--- config.mk ---
export PLATFORM = sky130hd
export DESIGN_NAME = operand_aligner
export DESIGN_NICKNAME = d
export VERILOG_FILES = /design/src/rtl/aligner_pkg.sv /design/src/rtl/sync_fifo.sv /design/src/rtl/operand_aligner.sv
export SDC_FILE = /design/constraint.sdc
export NUM_CORES = 1
export LEC_CHECK = 0
export CAP_MARGIN = 30
export CELL_PAD_IN_SITES_DETAIL_PLACEMENT = 1
export CELL_PAD_IN_SITES_GLOBAL_PLACEMENT = 1
export CORE_UTILIZATION = 35
export CTS_CLUSTER_SIZE = 40
export DETAILED_ROUTE_END_ITERATION = 6
export PLACE_DENSITY_LB_ADDON = 0.12
export SLEW_MARGIN = 25
export SYNTH_ARGS = -nofsm -noshare
export SYNTH_HDL_FRONTEND = slang
export SYNTH_SLANG_ARGS = --single-unit
--- constraint.sdc ---
create_clock -name clk -period 4.5 [get_ports clk]
set_clock_uncertainty 0.15 [all_clocks]
set_input_delay 0.675 -clock clk [delete_from_list [all_inputs] [get_ports clk]]
set_output_delay 0.675 -clock clk [all_outputs]
set_load 0.01 [all_outputs]
--- src/rtl/aligner_pkg.sv ---
// Shared constants and types for the operand aligner slice.
// DATA_WIDTH (optional macro) overrides the default operand width.
`ifndef DATA_WIDTH
`define DATA_WIDTH 16
`endif

package aligner_pkg;

  localparam int unsigned DATA_W_DEF = `DATA_WIDTH;

  localparam int unsigned DEPTH_DEF  = 8;
  localparam int unsigned DROP_CNT_W = 16;

  typedef logic [$clog2(DEPTH_DEF)-1:0] ptr_t;
  typedef logic [$clog2(DEPTH_DEF):0]   cnt_t;

  // Saturating increment for the drop counters.
  function automatic logic [DROP_CNT_W-1:0] sat_inc(input logic [DROP_CNT_W-1:0] v);
    return (v == '1) ? v : v + DROP_CNT_W'(1);
  endfunction

endpackage

--- src/rtl/sync_fifo.sv ---
// Single-clock FIFO used per operand stream. The pop request comes from the
// consumer; a write while full is only accepted if a pop frees a slot the
// same cycle, otherwise it is reported through drop.
module sync_fifo #(
    parameter int unsigned DATA_W = 16,
    parameter int unsigned DEPTH  = 8
) (
    input  logic              clk,
    input  logic              rst,
    input  logic              wr_en,
    input  logic [DATA_W-1:0] din,
    input  logic              pop,
    output logic [DATA_W-1:0] dout,
    output logic              empty,
    output logic              full,
    output logic              drop
);
    localparam int unsigned PTR_W = $clog2(DEPTH);

    logic [PTR_W-1:0]  wptr;
    logic [PTR_W-1:0]  rptr;
    logic [PTR_W:0]    count;
    logic [DATA_W-1:0] mem [DEPTH];
    logic              accept;

    // Status from the registered count; write acceptance and drop decision.
    always_comb begin
        full   = (count == (PTR_W+1)'(DEPTH));
        empty  = (count == '0);
        accept = !rst && wr_en && (!full || pop);
        drop   = !rst && wr_en && full && !pop;
        dout   = mem[rptr];
    end

    // Storage write; data needs no reset because count gates every read.
    always_ff @(posedge clk) begin
        if (accept)
            mem[wptr] <= din;
    end

    // Pointer and occupancy bookkeeping.
    always_ff @(posedge clk) begin
        if (rst) begin
            wptr  <= '0;
            rptr  <= '0;
            count <= '0;
        end else begin
            if (accept)
                wptr <= wptr + PTR_W'(1);
            if (pop)
                rptr <= rptr + PTR_W'(1);
            case ({accept, pop})
                2'b10:   count <= count + (PTR_W+1)'(1);
                2'b01:   count <= count - (PTR_W+1)'(1);
                default: count <= count;
            endcase
        end
    end

endmodule

--- src/rtl/operand_aligner.sv ---
// Aligns two independent operand streams into registered pairs for the adder.
// Optional macro ALIGNER_DROP_CNT_EN adds per-stream saturating drop counters.
module operand_aligner
    import aligner_pkg::*;
#(
    parameter int unsigned DATA_W = DATA_W_DEF,
    parameter int unsigned DEPTH  = DEPTH_DEF
) (
    input  logic              clk,
    input  logic              rst,
    input  logic [DATA_W-1:0] dinp_a,
    input  logic              valid_a,
    input  logic [DATA_W-1:0] dinp_b,
    input  logic              valid_b,
    output logic [DATA_W-1:0] out_a,
    output logic [DATA_W-1:0] out_b,
    output logic              valid_out,
    output logic              full_a,
    output logic              full_b,
    output logic              ovf_a,
    output logic              ovf_b
`ifdef ALIGNER_DROP_CNT_EN
    ,
    output logic [DROP_CNT_W-1:0] drop_cnt_a,
    output logic [DROP_CNT_W-1:0] drop_cnt_b
`endif
);
    logic [DATA_W-1:0] dout_a;
    logic [DATA_W-1:0] dout_b;
    logic              empty_a;
    logic              empty_b;
    logic              drop_a;
    logic              drop_b;
    logic              pop;

    sync_fifo #(.DATA_W(DATA_W), .DEPTH(DEPTH)) u_fifo_a (
        .clk   (clk),
        .rst   (rst),
        .wr_en (valid_a),
        .din   (dinp_a),
        .pop   (pop),
        .dout  (dout_a),
        .empty (empty_a),
        .full  (full_a),
        .drop  (drop_a)
    );

    sync_fifo #(.DATA_W(DATA_W), .DEPTH(DEPTH)) u_fifo_b (
        .clk   (clk),
        .rst   (rst),
        .wr_en (valid_b),
        .din   (dinp_b),
        .pop   (pop),
        .dout  (dout_b),
        .empty (empty_b),
        .full  (full_b),
        .drop  (drop_b)
    );

    // A pair is released whenever both FIFOs hold at least one word.
    always_comb begin
        pop = !rst && !empty_a && !empty_b;
    end

    // Output pair registers and sticky overflow flags.
    always_ff @(posedge clk) begin
        if (rst) begin
            valid_out <= 1'b0;
            out_a     <= '0;
            out_b     <= '0;
            ovf_a     <= 1'b0;
            ovf_b     <= 1'b0;
        end else begin
            valid_out <= pop;
            if (pop) begin
                out_a <= dout_a;
                out_b <= dout_b;
            end
            if (drop_a)
                ovf_a <= 1'b1;
            if (drop_b)
                ovf_b <= 1'b1;
        end
    end

`ifdef ALIGNER_DROP_CNT_EN
    // Saturating per-stream counts of discarded words.
    always_ff @(posedge clk) begin
        if (rst) begin
            drop_cnt_a <= '0;
            drop_cnt_b <= '0;
        end else begin
            if (drop_a)
                drop_cnt_a <= sat_inc(drop_cnt_a);
            if (drop_b)
                drop_cnt_b <= sat_inc(drop_cnt_b);
        end
    end
`endif

endmodule

## Word level (Yosys, flattened, before mapping)

Memories as Yosys holds them, arrays and structs flattened. A register that Yosys moved wholly into a read port is not among the register bits.
Index checks and enable logic that the tools add are counted.

- Bitwise gates (word level): 0
- Eq/ne operators: 6
- Reduce and logical (&&, ||, !) cells: 22
- Multipliers: 0
- Mux-type cells: 6
- Shifts and indexed selects: 0
- Add/subtract/negate cells: 8
- Order comparisons: 0
- Divide/modulo/power cells: 0

Operator list:

| cell | number |
|---|---|
| $pmux W4 S2 | 2 |
| $add A3 B1 Y3 const B | 4 |
| $logic_and A1 B1 Y1 | 10 |
| $add A4 B1 Y4 const B | 2 |
| $eq A4 B4 Y1 const B | 2 |
| $logic_not A4 Y1 | 2 |
| $sub A4 B1 Y4 const B | 2 |
| $logic_not A1 Y1 | 6 |
| $eq A2 B1 Y1 const B | 2 |
| $eq A2 B2 Y1 const B | 2 |
| $mux W1 | 4 |
| $reduce_bool A2 Y1 | 2 |
| $logic_or A1 B1 Y1 | 2 |

- Memory bits (read-only): 0
- Bits of input ports: 36
- Memory bits (writable): 256
- Memories kept: 2
- Bits in latches: 0
- Word-level logic and storage cells: 53
- Output and inout bits: 37
- Flip-flop bits (word level): 23

Memory list:

| memory | words | width | rd ports | clocked after Yosys merged registers in | write ports | line | source |
|---|---|---|---|---|---|---|---|
| u_fifo_a.mem | 8 | 16 | 1 | 1 | 1 | sync_fifo.sv:23 | `logic [DATA_W-1:0] mem [DEPTH];` |
| u_fifo_b.mem | 8 | 16 | 1 | 1 | 1 | sync_fifo.sv:23 |  |

## Longest topological paths before layout

- Depth after elaboration: 8
- Depth in mapped cells: 12
- Gate-level depth less buffers: 10

## Cells and area by module

Synthesis repeated with hierarchy kept, for this count alone.

- Cell total of the unflattened synthesis: 703
- Area total of the unflattened synthesis: 12473.2 um^2

Modules (own cells, without submodules):

| module | cells an instance | sequential area each (um^2) | instances | area an instance (um^2) |
|---|---|---|---|---|
| sync_fifo at u_fifo_a | 275 | 4103.9 | 1 | 5537.8 |
| sync_fifo at u_fifo_b | 273 | 4103.9 | 1 | 5504.0 |
| operand_aligner | 155 | 700.7 | 1 | 1431.4 |

## Worst setup path after synthesis

Ideal clock, no wire load.

- Path type: input -> register
- Start point: input rst
- End point: memory u_fifo_b.mem[0][0], enable pin
- Arrival time: 2.805 ns
- Stages on the path: 4
- Data required time: 3.920 ns
- Setup time: 0.430 ns
- Buffers on the path: 1
- Path slack: 1.114 ns
- Cell sequence: clkbuf_1 nand2b_1 a21o_1 nor4_1

- Cells in the longest elaborated chain, start to end: 7
- Elaborated cells between the ends (all ways): 8
- Those cells by class: 2 x mux; 6 x reduce/logical

Ends and longest elaborated chain:

| element | line | source |
|---|---|---|
| start, declared | operand_aligner.sv:10 | `input logic rst,` |
| $logic_not A1 Y1 * | sync_fifo.sv:30, operand_aligner.sv:62 |  |
| $logic_and A1 B1 Y1 (2 in a row) | operand_aligner.sv:62 | `pop = !rst && !empty_a && !empty_b;` |
| $logic_or A1 B1 Y1 | sync_fifo.sv:30 | `accept = !rst && wr_en && (!full \|\| pop);` |
| $logic_and A1 B1 Y1 * | sync_fifo.sv:30 |  |
| $mux W1 * | sync_fifo.sv:37 | `if (accept)` |
| $mux W1 (not written as such) * | sync_fifo.sv:38 | `mem[wptr] <= din;` |
| end, declared | sync_fifo.sv:23 |  |

Every way passes the cells marked *; elsewhere a longest branch is shown, timed or not.

## Worst setup path after layout

- Start point: register u_fifo_b.count[2]
- End point: output full_b

- Cells in the longest elaborated chain, start to end: 1

Ends and longest elaborated chain:

| element | line | source |
|---|---|---|
| start, declared | sync_fifo.sv:22 | `logic [PTR_W:0] count;` |
| start signal, assigned | sync_fifo.sv:53 | `2'b10: count <= count + (PTR_W+1)'(1);` |
| start signal, assigned | sync_fifo.sv:54 | `2'b01: count <= count - (PTR_W+1)'(1);` |
| start signal, assigned | sync_fifo.sv:55 | `default: count <= count;` |
| $eq A4 B4 Y1 | sync_fifo.sv:28 | `full = (count == (PTR_W+1)'(DEPTH));` |
| end, declared | operand_aligner.sv:19 | `output logic full_b,` |

Every way passes these cells.

==> flow_summary.ini <==
[die]
core.rowCount = 67
die_w_um = 187.1
core_region_area_sq_mm = 0.03362
ios = 73
design.die.area_sq_mm = 0.03500
dieHeight_um = 187.1
start_util_pct = 35.67

[yosys]
syn_area_sq_mm = 0.01199
synth-simple-area-share_pct = 5.698
synth_edf_count = 256
synthXorXnorAreaFrac_pct = 0.5113
ys_types = 41
seq_area_frac_synth_pct = 73.30
synth.avg_cell_area_sq_um = 18.82
synth-compound-area-share_pct = 2.463
synth-seq-cells = 311
syn_nets = 679
netlist_instances = 637
async_flop_share_pct = 0
synth_top_family_by_area = multiplexers
ys_warn_count = 0
synthAdderAreaFrac_pct = 0.6261
synth_flop_cell = edfxtp_1
synthMuxAreaShare_pct = 15.72

[critical_path]
critPathArrivalTime_ps = 2320
end_kind = output port
critPathRequiredTime_ps = 3670
path_delay_family = simple AND/OR/NAND/NOR gates
r2r_start = u_fifo_a.count[0]
cp_num_buf_inv = 1
cp_cell_sequence = nor4b_2 > clkdlybuf4s50_1
slowest_delay_ps = 750
crit_type = reg -> out
crit_start = u_fifo_b.count[2]
cp_max_fo = 7
crit_path_start_kind = flip-flop
cp_slowest_cell = nor4b_2

[global_route]
grt_first_pass_wirelength_mm = 39.32
grt_pass1_vias = 6533
track_usage_pct = 14.84
gr-total-overflow = 0
antenna_found_initial = 0
grt_max_degree = 72

[cts]
cts_num_sinks = 311
path_clk_slew_ps = 60
cts_buffers = 36
clock_latency_ps = 510
cts_tree = yes
cts_setup_buffers = 0
hold_buffers = 0
cts.repair.resized = 0
cts_root_buf = clkbuf_16
cts.path.max_buffers = 3
h-tree-depth = 2

[placement]
dp_hpwl_mm = 16.19
io_buffer_count = 72
dpl_cell_area_sq_mm = 0.01341
routabilityCongestion = 0.7021

[finish]
diodes = 0
drive_gt1_share_pct = 22.79
final_common_cell = edfxtp_1
mostFrequentLayoutCells = 256 x edfxtp_1, 71 x clkdlybuf4s50_1, 64 x mux4_2
fin_nets = 785
final_util_pct = 43.31
fin_area_sq_mm = 0.01456
areaGrowthSynthToFinish_pct = 21.42

[sta]
rsz0062_at_grt = no
maxSlewHeadroom_pct = 47.82
hold_violations = 0
fmax_mhz = 318.1
setup_tns_ps = 0
post-route-period-util_pct = 69.85
slew_viol_final = 0
setup_violations = 0
finalCriticalPeriod_ps = 3143
tightest_slew_ps = 780.6

[routing]
avgViaCountPerCell = 4.957
postRouteAntennaNets = 0
routed_wirelength_mm = 25.66
vias = 6028
dr.first_iter.drc_count = 293
avgRoutedWirePerCell_um = 21.11
drt_pass1_iterations = 4
drc = 0

[pwr]
leakage_nw = 4.575
peakVddDrop_v = 0.0002903
powerDensity_mw_per_mm2 = 484.8

[hold_path]
worstHoldStart = ovf_b
min_path_type = reg -> reg

[flow_run]
max_cap_violations = 0

[run_status]
status = complete, no violations
-- synthesized netlist by cell type, types with 3 or more instances --
library cell / n / area [sq um]
edfxtp_1: 256 / 7687
mux4_2: 64 / 1441
dfxtp_1: 55 / 1101
o21ai_0: 39 / 195.2
mux2i_1: 38 / 380.4
nand3b_1: 33 / 247.7
clkbuf_1: 20 / 75.07
nor2_1: 19 / 71.32
nand2_1: 13 / 48.80
nand2b_1: 12 / 75.07
nor3_1: 11 / 55.05
buf_2: 10 / 50.05
ha_1: 6 / 75.07
inv_1: 6 / 22.52
xnor2_1: 6 / 52.55
nor2b_1: 5 / 31.28
a21oi_1: 4 / 20.02
buf_4: 4 / 30.03
or3_1: 4 / 25.02
a211oi_1: 3 / 22.52
mux2_2: 3 / 33.78
nor4_1: 3 / 18.77
-- routing by layer --
metal	routed length [um]	track usage [%]
met1	10810	18.01
met2	13480	26.82
met3	857	2.833
met4	518	4.067
met5	0	0
-- registers in the layout, summed over array words and instances, names as in the netlist --
| register | count |
|---|---|
| u_fifo_b.wptr | 3 |
| ovf_b | 1 |
| out_b | 16 |
| u_fifo_a.wptr | 3 |
| u_fifo_b.mem | 128 |
| u_fifo_a.count | 4 |
| u_fifo_a.mem | 128 |
| u_fifo_a.rptr | 3 |
| ovf_a | 1 |
| u_fifo_b.count | 4 |
| u_fifo_b.rptr | 3 |
| valid_out | 1 |
| out_a | 16 |
-- final timing paths --
check                            to  cells after the start  slack (ps)
hold reg to reg               ovf_b                      2         330
hold / removal                ovf_b                      2         330
setup / recovery             full_b                      2        1360
setup reg to reg  u_fifo_b.count[0]                      5        1620
-- power breakdown --
group	switching [mW]	total, mW	internal [mW]
clock network	1.10	2.80	1.70
logic	0.383	0.855	0.472
registers	0.156	3.40	3.25
-- worst reg2reg max path: stages (launching register included) --
cell and delay [ps]:
dfxtp_1 420, nor4_4 640, or3_2 260, buf_4 600
mux2i_2 380, mux2_4 330
-- kinds of logic (layout without fill, tap and decap cells) --
group,count (synthesis),after routing
AOI/OAI and AO/OA,53,53
and+or+nand+nor,109,109
buffers and inverters,44,175
adders and majority gates,6,6
DFF,311,311
xor gates and xnor gates,7,7
muxes,107,107
-- per-stage QoR --
stage / setup slack, ps / total power [mW] / hold slack [ps] / std cells
after CTS: 1314 / 7.182 / 342.5 / 1216
after floorplan: 1114 / 3.945 / 335.9 / 637
final: 1357 / 7.059 / 334.9 / 1216
after global routing: 1284 / 7.342 / 369.3 / 1216
after global placement: 1376 / 4.312 / 311.1 / 1152
after detailed placement: 1297 / 4.343 / 328.5 / 1153
-- area by class of cell --
cell class	instances	area (sq um)
Clock buffer	47	1015
Timing Repair Buffer	105	975.9
Inverter	7	26.28
Tap cell	448	560.5
Clock inverter	16	132.6
Multi-Input combinational cell	282	3053
Fill cell	3182	19060
Sequential cell	311	8796
No activity file was read; power rests on OpenSTA's default activity.
